`src/rtl/axi4_lite_reg_slave_if.sv`:
```
// AXI4-Lite bus bundle for the register responder.
// The master modport drives requests and the slave modport drives responses.
interface axi4_lite_reg_slave_if;
   logic [31:0] awaddr;
   logic        awvalid;
   logic        awready;
   logic [31:0] wdata;
   logic [3:0]  wstrb;
   logic        wvalid;
   logic        wready;
   logic [1:0]  bresp;
   logic        bvalid;
   logic        bready;
   logic [31:0] araddr;
   logic        arvalid;
   logic        arready;
   logic [31:0] rdata;
   logic [1:0]  rresp;
   logic        rvalid;
   logic        rready;

   modport master (
      output awaddr, awvalid, wdata, wstrb, wvalid, bready, araddr, arvalid, rready,
      input  awready, wready, bresp, bvalid, arready, rdata, rresp, rvalid
   );

   modport slave (
      input  awaddr, awvalid, wdata, wstrb, wvalid, bready, araddr, arvalid, rready,
      output awready, wready, bresp, bvalid, arready, rdata, rresp, rvalid
   );
endinterface

```
`src/rtl/axi4_lite_reg_slave.sv`:
```
// AXI4-Lite responder over a bank of 32-bit read/write registers with byte strobes,
// SLVERR on out-of-range addresses and a one-cycle write pulse per register.
module axi4_lite_reg_slave #(
   parameter int unsigned NUM_REGS  = 16,
   parameter logic [31:0] BASE_ADDR = 32'h0000_0000
) (
   input  logic                     clk,
   input  logic                     arst_n,
   axi4_lite_reg_slave_if.slave     s_axi,
   output logic [NUM_REGS*32-1:0]   reg_q,
   output logic [NUM_REGS-1:0]      reg_wr_pulse
);

   localparam int unsigned IDX_W = $clog2(NUM_REGS);
   localparam logic [31:0] SPAN  = 32'(NUM_REGS * 4);

   logic [31:0] regs [NUM_REGS];

   logic        aw_hold, w_hold;
   logic [31:0] aw_addr_q, w_data_q;
   logic [3:0]  w_strb_q;
   logic        bvalid_q, rvalid_q;
   logic [1:0]  bresp_q, rresp_q;
   logic [31:0] rdata_q;

   logic             aw_hs, w_hs, ar_hs, commit;
   logic [31:0]      wr_addr, wr_data, wr_off, rd_off;
   logic [3:0]       wr_strb;
   logic             wr_in, rd_in;
   logic [IDX_W-1:0] wr_idx, rd_idx;

   assign s_axi.awready = !aw_hold && !bvalid_q;
   assign s_axi.wready  = !w_hold && !bvalid_q;
   assign s_axi.arready = !rvalid_q;
   assign s_axi.bvalid  = bvalid_q;
   assign s_axi.bresp   = bresp_q;
   assign s_axi.rvalid  = rvalid_q;
   assign s_axi.rresp   = rresp_q;
   assign s_axi.rdata   = rdata_q;

   assign aw_hs  = s_axi.awvalid && s_axi.awready;
   assign w_hs   = s_axi.wvalid && s_axi.wready;
   assign ar_hs  = s_axi.arvalid && s_axi.arready;
   // Commit as soon as an address and data are both present, held or handshaking.
   assign commit = (aw_hold || aw_hs) && (w_hold || w_hs);

   assign wr_addr = aw_hold ? aw_addr_q : s_axi.awaddr;
   assign wr_data = w_hold ? w_data_q : s_axi.wdata;
   assign wr_strb = w_hold ? w_strb_q : s_axi.wstrb;

   // Modular subtraction makes addresses below BASE_ADDR wrap to out of range.
   assign wr_off = wr_addr - BASE_ADDR;
   assign wr_in  = wr_off < SPAN;
   assign wr_idx = wr_off[IDX_W+1:2];
   assign rd_off = s_axi.araddr - BASE_ADDR;
   assign rd_in  = rd_off < SPAN;
   assign rd_idx = rd_off[IDX_W+1:2];

   always_ff @(posedge clk or negedge arst_n) begin
      if (!arst_n) begin
         for (int k = 0; k < int'(NUM_REGS); k++) regs[k] <= '0;
         aw_hold      <= 1'b0;
         w_hold       <= 1'b0;
         aw_addr_q    <= '0;
         w_data_q     <= '0;
         w_strb_q     <= '0;
         bvalid_q     <= 1'b0;
         bresp_q      <= 2'b00;
         rvalid_q     <= 1'b0;
         rresp_q      <= 2'b00;
         rdata_q      <= '0;
         reg_wr_pulse <= '0;
      end else begin
         reg_wr_pulse <= '0;

         if (bvalid_q && s_axi.bready) bvalid_q <= 1'b0;

         if (commit) begin
            aw_hold  <= 1'b0;
            w_hold   <= 1'b0;
            bvalid_q <= 1'b1;
            if (wr_in) begin
               for (int b = 0; b < 4; b++) begin
                  if (wr_strb[b]) regs[wr_idx][8*b +: 8] <= wr_data[8*b +: 8];
               end
               bresp_q              <= 2'b00;
               reg_wr_pulse[wr_idx] <= 1'b1;
            end else begin
               bresp_q <= 2'b10;
            end
         end else begin
            if (aw_hs) begin
               aw_hold   <= 1'b1;
               aw_addr_q <= s_axi.awaddr;
            end
            if (w_hs) begin
               w_hold   <= 1'b1;
               w_data_q <= s_axi.wdata;
               w_strb_q <= s_axi.wstrb;
            end
         end

         if (rvalid_q && s_axi.rready) rvalid_q <= 1'b0;

         // Nonblocking read of regs returns the pre-write value on a same-edge commit.
         if (ar_hs) begin
            rvalid_q <= 1'b1;
            rdata_q  <= rd_in ? regs[rd_idx] : 32'h0;
            rresp_q  <= rd_in ? 2'b00 : 2'b10;
         end
      end
   end

   for (genvar k = 0; k < int'(NUM_REGS); k++) begin : g_reg_out
      assign reg_q[32*k +: 32] = regs[k];
   end

endmodule
```
`src/flat_wrapper.sv`:
```
// flat-port wrapper written by rule: the top's interface ports become plain ports
module axi4_lite_reg_slave_flat 
#(
   parameter int unsigned NUM_REGS  = 16,
   parameter logic [31:0] BASE_ADDR = 32'h0000_0000
)
  (clk, arst_n, reg_q, reg_wr_pulse, s_axi_awaddr, s_axi_awvalid, s_axi_wdata, s_axi_wstrb, s_axi_wvalid, s_axi_bready, s_axi_araddr, s_axi_arvalid, s_axi_rready, s_axi_awready, s_axi_wready, s_axi_bresp, s_axi_bvalid, s_axi_arready, s_axi_rdata, s_axi_rresp, s_axi_rvalid);
  axi4_lite_reg_slave_if s_axi_i ();
  input  logic clk;
  input  logic arst_n;
  output logic [NUM_REGS*32-1:0] reg_q;
  output logic [NUM_REGS-1:0] reg_wr_pulse;
  input wire logic [$bits(s_axi_i.awaddr)-1:0] s_axi_awaddr;
  input wire logic [$bits(s_axi_i.awvalid)-1:0] s_axi_awvalid;
  input wire logic [$bits(s_axi_i.wdata)-1:0] s_axi_wdata;
  input wire logic [$bits(s_axi_i.wstrb)-1:0] s_axi_wstrb;
  input wire logic [$bits(s_axi_i.wvalid)-1:0] s_axi_wvalid;
  input wire logic [$bits(s_axi_i.bready)-1:0] s_axi_bready;
  input wire logic [$bits(s_axi_i.araddr)-1:0] s_axi_araddr;
  input wire logic [$bits(s_axi_i.arvalid)-1:0] s_axi_arvalid;
  input wire logic [$bits(s_axi_i.rready)-1:0] s_axi_rready;
  output wire logic [$bits(s_axi_i.awready)-1:0] s_axi_awready;
  output wire logic [$bits(s_axi_i.wready)-1:0] s_axi_wready;
  output wire logic [$bits(s_axi_i.bresp)-1:0] s_axi_bresp;
  output wire logic [$bits(s_axi_i.bvalid)-1:0] s_axi_bvalid;
  output wire logic [$bits(s_axi_i.arready)-1:0] s_axi_arready;
  output wire logic [$bits(s_axi_i.rdata)-1:0] s_axi_rdata;
  output wire logic [$bits(s_axi_i.rresp)-1:0] s_axi_rresp;
  output wire logic [$bits(s_axi_i.rvalid)-1:0] s_axi_rvalid;
  assign s_axi_i.awaddr = s_axi_awaddr;
  assign s_axi_i.awvalid = s_axi_awvalid;
  assign s_axi_i.wdata = s_axi_wdata;
  assign s_axi_i.wstrb = s_axi_wstrb;
  assign s_axi_i.wvalid = s_axi_wvalid;
  assign s_axi_i.bready = s_axi_bready;
  assign s_axi_i.araddr = s_axi_araddr;
  assign s_axi_i.arvalid = s_axi_arvalid;
  assign s_axi_i.rready = s_axi_rready;
  assign s_axi_awready = s_axi_i.awready;
  assign s_axi_wready = s_axi_i.wready;
  assign s_axi_bresp = s_axi_i.bresp;
  assign s_axi_bvalid = s_axi_i.bvalid;
  assign s_axi_arready = s_axi_i.arready;
  assign s_axi_rdata = s_axi_i.rdata;
  assign s_axi_rresp = s_axi_i.rresp;
  assign s_axi_rvalid = s_axi_i.rvalid;
  axi4_lite_reg_slave #(.NUM_REGS(NUM_REGS), .BASE_ADDR(BASE_ADDR)) u_core (.clk(clk), .arst_n(arst_n), .s_axi(s_axi_i), .reg_q(reg_q), .reg_wr_pulse(reg_wr_pulse));
endmodule
```
`config.mk`:
```
export PLATFORM = sky130hd
export DESIGN_NAME = axi4_lite_reg_slave_flat
export DESIGN_NICKNAME = d
export VERILOG_FILES = /design/src/rtl/axi4_lite_reg_slave_if.sv /design/src/rtl/axi4_lite_reg_slave.sv /design/src/flat_wrapper.sv
export SDC_FILE = /design/constraint.sdc
export NUM_CORES = 1
export LEC_CHECK = 0
export ABC_AREA = 1
export CAP_MARGIN = 10
export CORE_ASPECT_RATIO = 0.7
export CORE_MARGIN = 3
export CORE_UTILIZATION = 35
export CTS_CLUSTER_DIAMETER = 60
export DETAILED_ROUTE_END_ITERATION = 16
export GPL_ROUTABILITY_DRIVEN = 0
export HOLD_SLACK_MARGIN = 0.06
export PLACE_DENSITY = 0.61
export SLEW_MARGIN = 40
export SYNTH_ARGS = -nofsm -noshare
export SYNTH_HDL_FRONTEND = slang
export SYNTH_SLANG_ARGS = --single-unit
```
`constraint.sdc`:
```
create_clock -name clk -period 5.1 [get_ports clk]
set_clock_uncertainty 0.05 [all_clocks]
set_input_delay 1.02 -clock clk [delete_from_list [all_inputs] [get_ports clk]]
set_output_delay 1.02 -clock clk [all_outputs]
set_load 0.02 [all_outputs]
```
# Yosys cells after proc, flatten, opt, wreduce, memory -nomap -nowiden
# Cells that the tools add are included.
# W data, S select, Z words.
[classes] reduce_logical=23 bitwise=3 order_cmp=7 mux=43
[ops] cell="$mux W512" n=10
[ops] cell="$bwmux W512" n=4
[ops] cell="$demux W32 S4" n=4
[ops] cell="$mux W32" n=6
[ops] cell="$bmux W32 S4" n=1
[ops] cell="$lt A32 B7 Y1 const B" n=2
[ops] cell="$mux W16" n=3
[ops] cell="$mux W24" n=1
[ops] cell="$ge A5 B5 Y1 const B" n=2
[ops] cell="$logic_and A1 B1 Y1" n=10
[ops] cell="$not A4 Y5" n=2
[ops] cell="$mux W1" n=9
[ops] cell="$mux W8" n=1
[ops] cell="$reduce_bool A2 Y1" n=4
[ops] cell="$reduce_and A2 Y1" n=3
[ops] cell="$lt A4 B5 Y1 const B" n=1
[ops] cell="$lt A5 B1 Y1 const B" n=1
[ops] cell="$demux W1 S4" n=1
[ops] cell="$ge A4 B1 Y1 const B" n=1
[ops] cell="$logic_not A1 Y1" n=4
[ops] cell="$mux W2" n=2
[ops] cell="$mux W4" n=1
[ops] cell="$logic_or A1 B1 Y1" n=2
[ops] cell="$not A1 Y1" n=1
[word_totals] inputBits=107 elab_cells=103 register_bits=636

# Depth between registers and ports, before layout
[depth] depth_word=20 mapped_depth=13 depth_no_buf=10

# Worst setup path after synthesis
# OpenSTA, ideal clock, no wires.
[synth_path] kind="input port to flip-flop" from="in s_axi_wvalid" to="reg u_core.regs (netlist bit u_core.reg_q[288])" slack_ns=2.695 cell_stages=9 required_time_ns=4.932 arrival_time_ns=2.238 cell_sequence="a21oi_1 nor2_2 nand3_1 nor2_2 buf_6 buf_6 nand3_2 nand2_1 nand2_1"
[synth_between] elab_chain_cells=4
[synth_rtl] item="from (decl)" line_no="flat_wrapper.sv:17" source="input wire logic [$bits(s_axi_i.wvalid)-1:0] s_axi_wvalid;"
[synth_rtl] item="$logic_and A1 B1 Y1" line_no="axi4_lite_reg_slave.sv:42" source="assign w_hs = s_axi.wvalid && s_axi.wready;"
[synth_rtl] item="$logic_or A1 B1 Y1" line_no="axi4_lite_reg_slave.sv:45" source="assign commit = (aw_hold || aw_hs) && (w_hold || w_hs);"
[synth_rtl] item="$logic_and A1 B1 Y1" line_no="axi4_lite_reg_slave.sv:45"
[synth_rtl] item="$reduce_and A2 Y1 (no line)"
[synth_rtl] item="to (signal, indexed assignment)" line_no="axi4_lite_reg_slave.sv:84" source="if (wr_strb[b]) regs[wr_idx][8*b +: 8] <= wr_data[8*b +: 8];"
[synth_rtl] item="to (decl)" line_no="axi4_lite_reg_slave.sv:17" source="logic [31:0] regs [NUM_REGS];"
# Every way passes these cells.
# A chain may end at the register's enable or synchronous reset.

# Final worst setup path
[layout_path] from="in s_axi_awvalid" to="reg u_core.regs (netlist bit u_core.reg_q[503])"
[layout_between] elab_chain_cells=4
[layout_rtl] item="from (decl)" line_no="flat_wrapper.sv:14" source="input wire logic [$bits(s_axi_i.awvalid)-1:0] s_axi_awvalid;"
[layout_rtl] item="$logic_and A1 B1 Y1" line_no="axi4_lite_reg_slave.sv:41" source="assign aw_hs = s_axi.awvalid && s_axi.awready;"
[layout_rtl] item="$logic_or A1 B1 Y1" line_no="axi4_lite_reg_slave.sv:45"
[layout_rtl] item="$logic_and A1 B1 Y1" line_no="axi4_lite_reg_slave.sv:45"
[layout_rtl] item="$reduce_and A2 Y1 (no line)"
# Every way passes these cells.

==> flow_metrics.env <==
export IMPL_cts_buffers=70
export IMPL_routed_via_density=5.64
export IMPL_ctsHoldBuffers=0
export IMPL_synth_cell_types=27
export IMPL_coreArea_mm2=0.0886
export IMPL_fp_row_count=91
export IMPL_grt_use_total_pct=29.4
export IMPL_min_period_over_period_pct=67.3
export IMPL_die_w_um=364
export IMPL_placed_cell_area_mm2=0.0393
export IMPL_maxSlewHeadroom_pct=38.2
export IMPL_root_buffer="clkbuf_16"
export IMPL_final_max_slew_viol_count=0
export IMPL_status="completed"
export IMPL_crit_path_cell_trace="clkdlybuf4s50_1, a21oi_1, nor2_2, buf_4, nand3_1, nor2_4, buf_12, buf_12, nand3_1, nand2_1, nand2_1"
export IMPL_wl_per_cell_um=24.3
export IMPL_min_path_type="in -> async"
export IMPL_fmax_ghz=0.291
export IMPL_route_detailed_drc=0
export IMPL_stdcell_area_mm2=0.0417
export IMPL_vias=32875
export IMPL_die_area_mm2=0.0936
export IMPL_synth_warning_count=0
export IMPL_crit_type="in -> reg"
export IMPL_post_route_util_pct=47.1
export IMPL_finalHoldViolCount=0
export IMPL_max_cap_violations=0
export IMPL_firstDrtPassIters=6
export IMPL_portBuffers=669
export IMPL_syn_area_mm2=0.0315
export IMPL_ir_worst_vdd_v=0.000241
export IMPL_cpPeakStageDelay_ns=0.52
export IMPL_ys_ff_latch=632
export IMPL_io_pins=676
export IMPL_required_ns=5.55
export IMPL_grt_max_degree=145
export IMPL_clockBufferDepth=3
export IMPL_avgSynthCellArea_um2=7.69
export IMPL_drtAntennaViolNets=0
export IMPL_tightest_slew_ns=0.927
export IMPL_ys_seq_area_share_pct=50.3
export IMPL_dpl_hpwl_mm=98.8
export IMPL_grt_pass1_vias=30378
export IMPL_cts_sinks=632
export IMPL_diodes=0
export IMPL_hold_ws_ns=0.257
export IMPL_setup_violations=0
export IMPL_htree_levels=3
export IMPL_crit_slowest_cell="clkdlybuf4s50_1"
export IMPL_finalNetCount=4719
export IMPL_power_density_mw_per_mm2=350
export IMPL_drt_iter0_drc=4078
export IMPL_insertion_delay_ns=0.62
export IMPL_initial_core_util_pct=35.5
export IMPL_rsz0062_at_grt="false"
export IMPL_antenna_found_initial=1
export IMPL_tns_ns=0
export IMPL_critPathArrivalTime_ns=3.88
export IMPL_setup_worst_path_end_class="register"
export IMPL_clkTransAtPathRegs_ns=0.07
export IMPL_total_leakage_power_uw=0.0198
export IMPL_grt_ovfl_total=0
export IMPL_path_max_fanout=73
export IMPL_cts_tree="yes"
export IMPL_fp_dieH_um=257
export IMPL_synth_cells=4088
export IMPL_post_cts_buffers=0
export IMPL_cp_start_kind="primary input"
export IMPL_grt_pass1_wl_mm=209
export IMPL_ctsResizeCount=0
export IMPL_totalWireLength_mm=142
export IMPL_finalCriticalPeriod_ns=3.43
export IMPL_layout_drive_gt1_share_pct=6.34
export IMPL_area_growth_pct=32.6
-- sequential cells by signal (all words and copies together) (netlist names) --
name and cells:
u_core.reg_wr_pulse 16, u_core.w_strb_q 4, u_core.s_axi.rdata 32, u_core.aw_addr_q 30, u_core.aw_hold 1, u_core.w_data_q 32, u_core.s_axi.rresp 1, u_core.s_axi.rvalid 1
u_core.s_axi.bvalid 1, u_core.reg_q 512, u_core.w_hold 1, u_core.s_axi.bresp 1
-- cells in the final DEF (no fill, tap or decap), types with 3 or more instances in the layout --
| cell type | synthesis | layout |
|---|---|---|
| clkbuf_16 | 0 | 72 |
| nand3_1 | 517 | 515 |
| or2_2 | 4 | 4 |
| clkinv_1 | 16 | 16 |
| buf_4 | 41 | 101 |
| mux2_2 | 7 | 7 |
| clkinv_2 | 0 | 13 |
| nor3_1 | 9 | 9 |
| nand3_2 | 20 | 21 |
| a21oi_1 | 14 | 14 |
| nand2_1 | 1733 | 1732 |
| inv_2 | 2 | 3 |
| clkbuf_8 | 0 | 16 |
| clkbuf_1 | 210 | 11 |
| buf_12 | 0 | 21 |
| clkinvlp_4 | 0 | 3 |
| nand4_1 | 531 | 531 |
| dfrtp_1 | 632 | 631 |
| clkdlybuf4s50_1 | 0 | 664 |
| o21ai_0 | 54 | 54 |
| o21ai_4 | 0 | 7 |
| bufinv_16 | 0 | 6 |
| o21ai_1 | 34 | 29 |
| inv_6 | 0 | 5 |
| nor2_1 | 89 | 88 |
| inv_1 | 75 | 71 |
-- cell usage after synthesis --
master | count | area, µm²
buf_4 | 41 | 308
nand2_1 | 1733 | 6500
o21ai_2 | 2 | 17.5
nand3b_1 | 1 | 7.51
nand3_1 | 517 | 2590
o21ai_0 | 54 | 270
conb_1 | 1 | 3.75
dfrtp_1 | 632 | 15800
buf_6 | 19 | 214
nor2_2 | 2 | 12.5
inv_2 | 2 | 7.51
a21oi_1 | 14 | 70.1
inv_1 | 75 | 282
buf_2 | 32 | 160
buf_1 | 39 | 146
o22ai_1 | 1 | 6.26
nor2_1 | 89 | 334
or2_2 | 4 | 25.0
nor4_1 | 2 | 12.5
nand4_1 | 531 | 3320
nand3_2 | 20 | 200
nand2_2 | 1 | 6.26
mux2_2 | 7 | 78.8
clkinv_1 | 16 | 60.1
o21ai_1 | 34 | 170
nor3_1 | 9 | 45.0
clkbuf_1 | 210 | 788
-- kinds of logic (layout without fill, tap and decap cells) --
logic type	Yosys count	in the layout	synth area share [%]
and+or+nand+nor	2909	2909	41.5
DFF	632	632	50.3
buffers and inverters	434	1012	6.25
AOI/OAI and AO/OA	105	105	1.70
muxes	7	7	0.251
other	1	2	0.0119
-- per-stage QoR --
stage | setup slack [ns] | total power, µW | std cells
2_1_floorplan | 2.69 | 7520 | 4089
3_3_place_gp | 1.05 | 9150 | 5700
3_5_place_dp | 1.05 | 9230 | 5701
4_1_cts | 1.70 | 14600 | 5828
5_1_grt | 1.45 | 15100 | 5829
6_report | 1.67 | 14600 | 5829
-- worst max-delay path: cells and delay by family --
| kind | cells | cell delay [ns] |
|---|---|---|
| buf+inv | 4 | 1.40 |
| simple gates | 6 | 1.17 |
| compound gates | 1 | 0.18 |
-- routing by layer --
| metal | track usage [%] | up-vias | routed length [µm] |
|---|---|---|---|
| met3 | 6.96 | 254 | 13500 |
| met5 | 0 | - | 0 |
| li1 | - | 14787 | - |
| met1 | 39.4 | 16160 | 57100 |
| met4 | 9.35 | 0 | 4740 |
| met2 | 46.8 | 1674 | 66500 |
-- power breakdown --
group	internal, µW	leakage (µW)	switching [µW]
Clock	3130	0.00118	2270
Sequential	5270	0.00869	176
Combinational	799	0.00995	2970
-- area by class of cell --
cell class / count / area (µm²)
sequential: 632 / 15800
tap: 1162 / 1450
timing repair buffer: 792 / 7910
fill: 8683 / 46900
multi-input combinational: 3023 / 13800
clock buffer: 98 / 2050
inverter: 93 / 364
clock inverter: 29 / 344
-- final timing paths --
kind | depth (start not counted) | endpoint | from | slack (ns)
worst max register to register | 10 | u_core.reg_q[503] | u_core.aw_hold | 1.74
max in group asynchronous | 3 | u_core.reg_q[328] | arst_n | 3.42
min in group clk | 2 | u_core.aw_addr_q[25] | u_core.aw_addr_q[25] | 0.43
worst max-delay path | 11 | u_core.reg_q[503] | s_axi_awvalid | 1.67
worst min-delay path | 1 | u_core.aw_addr_q[28] | arst_n | 0.26
worst min register to register | 2 | u_core.aw_addr_q[25] | u_core.aw_addr_q[25] | 0.43
Note: power is estimated with default switching activity, not from simulation.
